### src/rtl/credit_pipe.sv
// Fixed-latency valid-tagged delay line feeding an output FIFO.
// Input credits bound pipe + FIFO occupancy so the FIFO cannot overflow.
module credit_pipe #(
  parameter int DW    = 16,
  parameter int L     = 4,
  parameter int DEPTH = 5
) (
  input  logic          clk,
  input  logic          rst,
  input  logic          in_valid,
  output logic          in_ready,
  input  logic [DW-1:0] in_data,
  output logic          out_valid,
  input  logic          out_ready,
  output logic [DW-1:0] out_data
);

  localparam int CW = $clog2(DEPTH + 1);
  localparam int PW = (DEPTH > 1) ? $clog2(DEPTH) : 1;
  localparam logic [CW-1:0] DEPTH_C = CW'(DEPTH);
  localparam logic [PW-1:0] LAST_P  = PW'(DEPTH - 1);

  logic [CW-1:0] cnt_q, cnt_d;
  logic [CW-1:0] occ_q, occ_d;
  logic [PW-1:0] wr_ptr_q, wr_ptr_d;
  logic [PW-1:0] rd_ptr_q, rd_ptr_d;
  logic [L-1:0]  pv_q, pv_d;
  logic [DW-1:0] pd_q [L];
  logic [DW-1:0] pd_d [L];
  logic [DW-1:0] mem_q [DEPTH];

  logic accept;
  logic pop;
  logic wr;

  function automatic logic [PW-1:0] nxt(
    input logic [PW-1:0] p
  );
    return (p == LAST_P) ? '0 : p + PW'(1);
  endfunction

  assign in_ready  = !rst && (cnt_q < DEPTH_C);
  assign accept    = in_valid && in_ready;
  assign out_valid = !rst && (occ_q != '0);
  assign pop       = out_valid && out_ready;
  assign wr        = pv_q[L-1];
  assign out_data  = out_valid ? mem_q[rd_ptr_q] : '0;

  // Non-stallable shift: bubbles travel with a 0 tag.
  always_comb begin
    pv_d    = '0;
    pv_d[0] = accept;
    pd_d[0] = in_data;
    for (int i = 1; i < L; i++) begin
      pv_d[i] = pv_q[i-1];
      pd_d[i] = pd_q[i-1];
    end
  end

  always_comb begin
    cnt_d = cnt_q;
    unique case ({accept, pop})
      2'b10:   cnt_d = cnt_q + CW'(1);
      2'b01:   cnt_d = cnt_q - CW'(1);
      default: cnt_d = cnt_q;
    endcase
  end

  always_comb begin
    occ_d = occ_q;
    unique case ({wr, pop})
      2'b10:   occ_d = occ_q + CW'(1);
      2'b01:   occ_d = occ_q - CW'(1);
      default: occ_d = occ_q;
    endcase
  end

  always_comb begin
    wr_ptr_d = wr ? nxt(wr_ptr_q) : wr_ptr_q;
    rd_ptr_d = pop ? nxt(rd_ptr_q) : rd_ptr_q;
  end

  always_ff @(posedge clk) begin
    if (rst) begin
      cnt_q    <= '0;
      occ_q    <= '0;
      wr_ptr_q <= '0;
      rd_ptr_q <= '0;
      pv_q     <= '0;
    end else begin
      cnt_q    <= cnt_d;
      occ_q    <= occ_d;
      wr_ptr_q <= wr_ptr_d;
      rd_ptr_q <= rd_ptr_d;
      pv_q     <= pv_d;
    end
  end

  // Payload storage needs no reset; validity lives in tags and occupancy.
  always_ff @(posedge clk) begin
    for (int i = 0; i < L; i++) begin
      pd_q[i] <= pd_d[i];
    end
    if (wr) begin
      mem_q[wr_ptr_q] <= pd_q[L-1];
    end
  end

  always_ff @(posedge clk) begin
    if (!rst) begin
      a_no_ovf: assert (!wr || (occ_q < DEPTH_C));
      a_no_udf: assert (!pop || (occ_q != '0));
      a_cnt:    assert (cnt_q <= DEPTH_C);
    end
  end

endmodule

### config.mk
export PLATFORM = sky130hd
export DESIGN_NAME = credit_pipe
export DESIGN_NICKNAME = d
export VERILOG_FILES = /design/src/rtl/credit_pipe.sv
export SDC_FILE = /design/constraint.sdc
export NUM_CORES = 1
export LEC_CHECK = 0
export CORE_ASPECT_RATIO = 0.5
export CORE_UTILIZATION = 55
export DETAILED_ROUTE_END_ITERATION = 7
export GPL_TIMING_DRIVEN = 1
export PLACE_DENSITY = 0.83
export SLEW_MARGIN = 10
export SYNTH_ARGS = -nofsm -noshare
export SYNTH_HDL_FRONTEND = slang
export SYNTH_SLANG_ARGS = --single-unit
### constraint.sdc
create_clock -name clk -period 5.23 [get_ports clk]
set_clock_uncertainty 0.2 [all_clocks]
set_input_delay 0.7845 -clock clk [delete_from_list [all_inputs] [get_ports clk]]
set_output_delay 0.7845 -clock clk [all_outputs]
set_load 0.02 [all_outputs]
# Yosys cells after proc, flatten, opt, wreduce, memory -nomap -nowiden

Memories as Yosys holds them, arrays and structs flattened. A register that Yosys moved wholly into a read port is not among the register bits.
Cells that the tools add are included.

Add/sub/neg operators: 6
Magnitude comparators: 1
Equality and inequality tests: 6
Multiplexer cells: 9
Reduce and logical (&&, ||, !) cells: 8

Operators by type and width:

| kind                                                 | number |
|---|---|
| two-way mux 16 bit                                   | 1 |
| adder 3 x 1 -> 3 bit (second input constant)         | 4 |
| two-way mux 3 bit                                    | 4 |
| one-hot mux 3 bit (2 select lines)                   | 2 |
| equality test 3 bit (second input constant)          | 2 |
| subtractor 3 x 1 -> 3 bit (second input constant)    | 2 |
| equality test 2 x 1 -> 1 bit (second input constant) | 2 |
| equality test 2 bit (second input constant)          | 2 |
| logical AND 1 bit                                    | 4 |
| nonzero test 2 bit                                   | 2 |
| less-than comparator 3 bit (second input constant)   | 1 |
| nonzero test 3 bit                                   | 1 |
| two-way mux 1 bit                                    | 2 |
| zero test 1 bit                                      | 1 |

Register bits after elaboration: 16
Memory bits (writable): 144
Output and inout port bits: 18
Memories kept: 2

Memories:

| memory | words | width | read ports | clocked after memory_dff | wr ports | RTL line | text |
|---|---|---|---|---|---|---|---|
| mem_q  | 5     | 16    | 1          | 1                        | 1        | 30       | `logic [DW-1:0] mem_q [DEPTH];` |
| pd_q   | 4     | 16    | 4          | 0                        | 4        | 28       | `logic [DW-1:0] pd_q [L];` |

# Logic depth before layout (Yosys ltp)

Gate-level depths: netlist (run 1).

Depth in word-level cells: 5
Depth in mapped cells: 11
Depth with buffers taken out: 10

# Least setup slack after synthesis (run 1)

No wires, ideal clock.

Path kind: input port to flip-flop
Start: input rst
End: register occ_q[2]
Arrival time: 2.615 ns
Required time: 4.960 ns
Slack: 2.345 ns
Stages: 10
Path buffers: 1
Cells stage by stage: or2_1 > buf_6 > inv_1 > and2_1 > ha_1 > inv_1 > fa_1 > xor2_1 > or3_1 > a21oi_1

Word-level cells in the longest chain between the ends: 5

RTL lines:

| element                                                                  | RTL line | text |
|---|---|---|
| start: declaration                                                       | 9        | `input logic rst,` |
| zero test 1 bit *                                                        | n/a      |  |
| logical AND 1 bit *                                                      | 44       | `assign out_valid = !rst && (occ_q != '0);` |
| named net out_valid                                                      | 13       | `output logic out_valid,` |
| logical AND 1 bit *                                                      | 45       | `assign pop = out_valid && out_ready;` |
| equality test 2 x 1 -> 1 bit or equality test 2 bit (tied branches)      | 71       | `unique case ({wr, pop})` |
| one-hot mux 3 bit (2 select lines) or nonzero test 2 bit (tied branches) | n/a      |  |
| end signal: assignment                                                   | 86       | `occ_q <= '0;` |
| end signal: assignment                                                   | 92       | `occ_q <= occ_d;` |
| end: declaration                                                         | 24       | `logic [CW-1:0] occ_q, occ_d;` |

Mark *: on every way through the listed nets, which the timed path passes. The rest lies on a longest branch.
A chain may end at the register's enable or synchronous reset.

# Final worst setup path (run 1)

Start: input rst
End: output out_data[0]

Word-level cells in the longest chain between the ends: 3

RTL lines:

| element            | RTL line | text |
|---|---|---|
| zero test 1 bit    | n/a      |  |
| logical AND 1 bit  | 44       |  |
| two-way mux 16 bit | 47       | `assign out_data = out_valid ? mem_q[rd_ptr_q] : '0;` |
| end: declaration   | 15       | `output logic [DW-1:0] out_data` |

Every way passes these cells.

==> results.md, run 1 <==
* Most area-consuming cells after synthesis: edfxtp_1 (45%), dfxtp_1 (31%), mux2i_1 (3.4%)
* M1 WL at 3.96 mm
* Critical Path Most Common Cell: clkdlybuf4s50_1
* Finished Cell Area at 0.00637 mm^2
* Hold Crit Endpoint: pd_q[2][1]$_DFF_P_
* CTS tree: done
* Clock sink total at 163
* Overall routing resource usage at 20.4%
* Synthesis Warnings at 0
* Max-slew violations at 0
* Synthesized area at 0.00529 mm^2
* Hold Path Class: register to register
* Max VDD drop at 0.267 mV
* Row count at 24
* Pre-antenna DRT Iters at 4
* P_leak at 0.00221 uW
* Worst-path fanout max at 17
* Vias in the first global route at 2745
* Largest net degree at the start of global routing at 33
* Worst Hold Slack at 0.125 ns
* WP data required at 4.25 ns
* PortBufs at 37
* Num ports at 38
* Skew-Pair Late Insertion Delay at 0.42 ns
* Diodes inserted at 0
* First-pass GRT wire length at 14.5 mm
* Total gr overflow at 0
* R2R cell count at 10
* Critical-path top delay cell: clkdlybuf4s50_1
* 1st-iter DRT viols at 132
* CTS clk-pin slew, worst paths at 0.06 ns
* Metal2 WL at 4.80 mm
* Final hold vios at 0
* Die area at 0.0100 mm^2
* Placed Area at 0.00572 mm^2
* Count of hold-fix buffers inserted at cts at 0
* Reg-to-reg startpoint: occ_q[2]$_SDFFE_PP0P_
* Dpl cells at 463
* CTS Buffer Depth at 2
* Clk root buf: clkbuf_16
* Avg Vias per Cell at 5.32
* Initial antenna violation count at 0
* Die Width at 141 um
* Die Y at 71.3 um
* Post-Syn Instances at 317
* Library cells used by synthesis at 35
* Fmax at 248 MHz
* Reg2reg end: cnt_q[2]$_SDFFE_PP0P_
* Post-DP HPWL at 5.10 mm
* H-tree Lvls at 4
* Final core occ at 70.7%
* Worst hold start: pd_q[1][1]$_DFF_P_
* Setup Fix Bufs, Post-CTS at 0
* CP max stage delay at 0.67 ns
* Critical Path Source: rst
* Setup Viol. Count Final at 0
* Final Non-Filler Cells at 495
* Main flop type after synthesis: dfxtp_1
* Status: completed
* Average cell area after synthesis at 16.7 um^2
* Via total after detailed routing at 2631
* Arr. time, crit path at 3.05 ns
* ANT nets after route at 0
* EDFF count, synth at 80
* RSZ-0062 raised after global routing: no
* CP Class: primary input to output port
* Hold path depth at 0
* CP Capture Type: output port
* Final wirelength at 9.27 mm
* Resize count post-CTS at 0
* Sequence of cells on the critical path: clkdlybuf4s50_1 -> buf_4 -> or2_1 -> a211oi_1 -> clkdlybuf4s50_1
* Cts bufs inserted at 17
* Wire length per cell at 18.7 um
* Share of cells above drive strength 1 at 16.7%
* Core Area at 0.00901 mm^2
* Critical Path Start Type: primary input
* Initial Utilization at 58.7%
* Worst reg-to-reg setup slack at 2.24 ns
* Synth Net Count at 345
* Fin nets at 393
* Share of the synthesized area in the top cell type at 45.5%
* Async SR Flop Fraction at 0%
* Max cap viols at 0
* PwrDens at 437 mW/mm^2
* Worst-margin pin slew at 1.06 ns
* Syn-to-layout area delta at 20.5%
* Cell taking the most area after synthesis: edfxtp_1
* Period utilization at 77.0%
* Top sig layer: met4
* Fin Setup TNS at 0 ns
* Final estimated routing congestion in global placement at 0.680
* Post-synthesis sequential area ratio at 76.9%
* Min cycle time layout at 4.03 ns
* Synthesized flop and latch total at 163
* DRC viols at 0
* Routed met3 length at 384 um
* Max-slew headroom at 28.9%
-- sequential cells by signal (all words and copies together), names as in the netlist, named ones only --
register	flops
wr_ptr_q	3
pd_q	64
pv_q	4
rd_ptr_q	3
cnt_q	3
occ_q	3
mem_q	80
-- through the flow --
step	setup WS [ns]	total power, uW
2_1_floorplan	2.35	1430
3_3_place_gp	1.28	1460
3_5_place_dp	1.23	1460
4_1_cts	1.21	2800
5_1_grt	1.15	2860
6_report	1.20	2790
-- synthesized netlist by cell type (4+ instances only) --
library cell  count
nor2b_1           5
a211oi_1          5
inv_1            13
mux2_2           14
mux2i_1          18
dfxtp_1          83
o21ai_0           4
nor2_1           13
edfxtp_1         80
nand2_1           6
o22ai_1          16
ha_1              6
xor2_1            4
a211oi_2         11
a21oi_1           7
-- power breakdown --
group	switching, uW	internal, uW	total, uW
clock	490	860	1350
combinational	23.6	27.9	51.5
sequential	16.4	1370	1390
total	530	2260	2790
-- kinds of logic after synthesis --
group,after synthesis,share of synthesized area (%)
xor+xnor,4,0.663
flops,163,76.9
fa+ha+maj,8,2.18
buf+inv,25,3.17
compound gates,47,6.94
mux,34,6.82
simple gates,36,3.34
-- worst max-delay path by stage --
stage,endpoint,slack [ns],cells after the start
2_1_floorplan,occ_q[2]$_SDFFE_PP0P_,2.35,10
3_3_place_gp,out_data[0],1.28,5
3_5_place_dp,out_data[14],1.23,5
4_1_cts,out_data[0],1.21,5
5_1_grt,out_valid,1.15,5
6_report,out_data[0],1.20,5
-- layout by cell type, fill, tap and decap left out, types with 4 or more instances in the layout --
cell type / instances
nor2_1: 11
inv_1: 13
o22ai_1: 16
ha_1: 6
mux2i_1: 18
a21oi_1: 7
nor2b_1: 5
xor2_1: 4
clkdlybuf4s50_1: 37
mux2_2: 14
a211oi_2: 11
dfxtp_1: 83
o21ai_0: 4
bufinv_16: 5
clkbuf_16: 17
a211oi_1: 5
edfxtp_1: 80
nand2_1: 6
buf_4: 4
-- layout make-up --
cell class | count | area [um^2]
Inverter | 13 | 48.8
Tap cell | 117 | 146
Fill cell | 556 | 2640
Multi-Input combinational cell | 129 | 1060
Timing Repair Buffer | 41 | 400
Sequential cell | 163 | 4060
Clock inverter | 13 | 205
Clock buffer | 19 | 443
-- routing by layer --
metal	track usage, %	up-vias
li1	-	1261
met1	23.6	1294
met2	35.3	63
met3	7.75	13
met4	7.49	0
met5	0	-
-- critical path, delay by kind of cell --
| kind | cells | cell delay [ns] |
|---|---|---|
| compound gates | 1 | 0.40 |
| simple gates | 1 | 0.59 |
| buf+inv | 3 | 1.26 |
(Power assumes the default switching activity.)
==> run 2: changes to the inputs <==
Clock period 5.23 ns to 3.8 ns, I/O delays scaled along.
==> run 2 against run 1 <==
Compared with the run above: first-iteration DRC count is 19% higher; sequential share of layout area grew 0.40 points; utilization down 0.44 points; largest power group unchanged; cell count increased by 0.61%.
==> results.md, run 2 (same netlist as run 1, synthesis figures left out) <==
* Avg Vias per Cell at 5.39
* Resize count post-CTS at 0
* Peak-usage layer in the global routing report: met2
* Placed Area at 0.00574 mm^2
* Fillers at 558
* Setup Fix Bufs, Post-CTS at 0
* Reg-to-reg startpoint: occ_q[0]$_SDFFE_PP0P_
* DRC viols at 0
* Hold Path Class: register to register
* Worst Slack Setup Final at 0.453 ns
* Die Y at 71.3 um
* Largest net degree at the start of global routing at 33
* Die area at 0.0100 mm^2
* Arr. time, crit path at 2.58 ns
* Clk root buf: clkbuf_16
* Commonest non-fill, non-tap cell in the layout: dfxtp_1
* Final hold vios at 0
* GR Util met3 at 5.55%
* Clock sink total at 163
* Initial Utilization at 58.7%
* Initial antenna violation count at 0
* CP Class: register to output port
* Worst reg-to-reg setup slack at 1.09 ns
* Place WS at 0.542 ns
* Cts bufs inserted at 17
* Hold Crit Endpoint: pd_q[3][3]$_DFF_P_
* Total gr overflow at 0
* Period utilization at 88.1%
* Skew-Pair Late Insertion Delay at 0.41 ns
* ANT nets after route at 0
* Critical Path Start Type: register
* Wire length per cell at 19.2 um
* Fin nets at 396
* GR met1 Demand/Resource at 24.5%
* Most frequent cells in the layout: dfxtp_1 (83), edfxtp_1 (80), clkdlybuf4s50_1 (37), mux2i_1 (18), clkbuf_16 (18)
* CTS tree: done
* Syn-to-layout area delta at 19.8%
* Row count at 24
* Max-slew headroom at 37.2%
* Pre-antenna DRT Iters at 4
* Diodes inserted at 0
* CTS clk-pin slew, worst paths at 0.07 ns
* Setup Viol. Count Final at 0
* Finished Cell Area at 0.00633 mm^2
* CP Capture Type: output port
* Share of cells above drive strength 1 at 17.3%
* 1st-iter DRT viols at 157
* Max-slew violations at 0
* Count of hold-fix buffers inserted at cts at 0
* Num ports at 38
* PwrDens at 578 mW/mm^2
* Dpl cells at 466
* Met2 Use GR at 35.9%
* RSZ-0062 raised after global routing: no
* P_leak at 0.00220 uW
* PortBufs at 37
* Max cap viols at 0
* Vias in the first global route at 2918
* Die Width at 141 um
* Via total after detailed routing at 2686
* Post-DP HPWL at 4.96 mm
* Max VDD drop at 0.349 mV
* First-pass GRT wire length at 15.1 mm
* CTS Buffer Depth at 2
* Hold path depth at 0
* Status: completed
* Worst-path fanout max at 16
* Core Area at 0.00901 mm^2
* Largest register FFs at 80
* Top reg by flops: mem_q
* Worst hold start: pd_q[2][3]$_DFF_P_
* R2R cell count at 11
* Biggest regs: mem_q: 80 flops, pd_q: 64 flops, pv_q: 4 flops
* Final estimated routing congestion in global placement at 0.678
* Fmax at 299 MHz
* WP data required at 3.03 ns
* Overall routing resource usage at 20.9%
* Min cycle time layout at 3.35 ns
* PnR Total Power at 3660 uW
* Final wirelength at 9.54 mm
* Final Non-Filler Cells at 498
* H-tree Lvls at 4
* Worst-margin pin slew at 0.942 ns
* Reg2reg end: cnt_q[2]$_SDFFE_PP0P_
* Fin Setup TNS at 0 ns
-- run 2: changes by cell type in the layout (fill, tap and decap cells not counted), moves of 2 or more --
cell | previous run | this run
nor2_2 | 2 | 0
clkinv_4 | 1 | 3
inv_6 | 2 | 4
bufinv_16 | 5 | 1
buf_4 | 4 | 7
inv_8 | 0 | 2
nor2_1 | 11 | 13
-- run 2: worst max path at each step --
stage / startpoint / depth (start not counted) / endpoint / slack, ns
floorplan: rst / 10 / occ_q[2]$_SDFFE_PP0P_ / 1.13
global placement: rst / 11 / cnt_q[2]$_SDFFE_PP0P_ / 0.67
detailed placement: rst / 11 / occ_q[2]$_SDFFE_PP0P_ / 0.54
CTS: register / 4 / out_data[4] / 0.43
global route: register / 4 / out_data[4] / 0.38
finish: register / 4 / out_data[4] / 0.45
-- run 2: cell type report --
type | instances | area, um^2 | share of cell area, %
well taps | 117 | 146 | 2.31
clock inverters | 14 | 140 | 2.21
multi-input cells | 129 | 1060 | 16.7
inverters | 13 | 48.8 | 0.771
repair buffers | 44 | 423 | 6.68
flip-flops and latches | 163 | 4060 | 64.2
clock buffers | 18 | 450 | 7.11
-- run 2: through the flow --
step | hold slack, ns | util [%]
detailed placement | 0.112 | 63.7
finish | 0.123 | 70.3
floorplan | 0.110 | -
global route | 0.132 | 70.3
CTS | 0.123 | 70.3
global placement | 0.110 | 63.7
-- run 2: power by group --
part / internal, uW / leakage, uW / switching (uW) / total [uW]
Sequential: 1880 / 0.00141 / 21.9 / 1910
Clock: 960 / 0.000287 / 723 / 1680
Combinational: 38.5 / 0.000497 / 32.0 / 70.5
Total: 2880 / 0.00220 / 777 / 3660
-- run 2: worst max-delay path, stage by stage, from the launching register on --
cell and delay [ns]:
dfxtp_1 0.35, or2_1 0.59, o22ai_1 0.25, a211oi_2 0.31, clkdlybuf4s50_1 0.66
-- run 2: routing by layer --
layer | share of wire, % | wire length [um]
met1 | 43 | 4110
met2 | 51 | 4820
met3 | 5.1 | 484
met4 | 1.4 | 129
met5 | 0 | 0
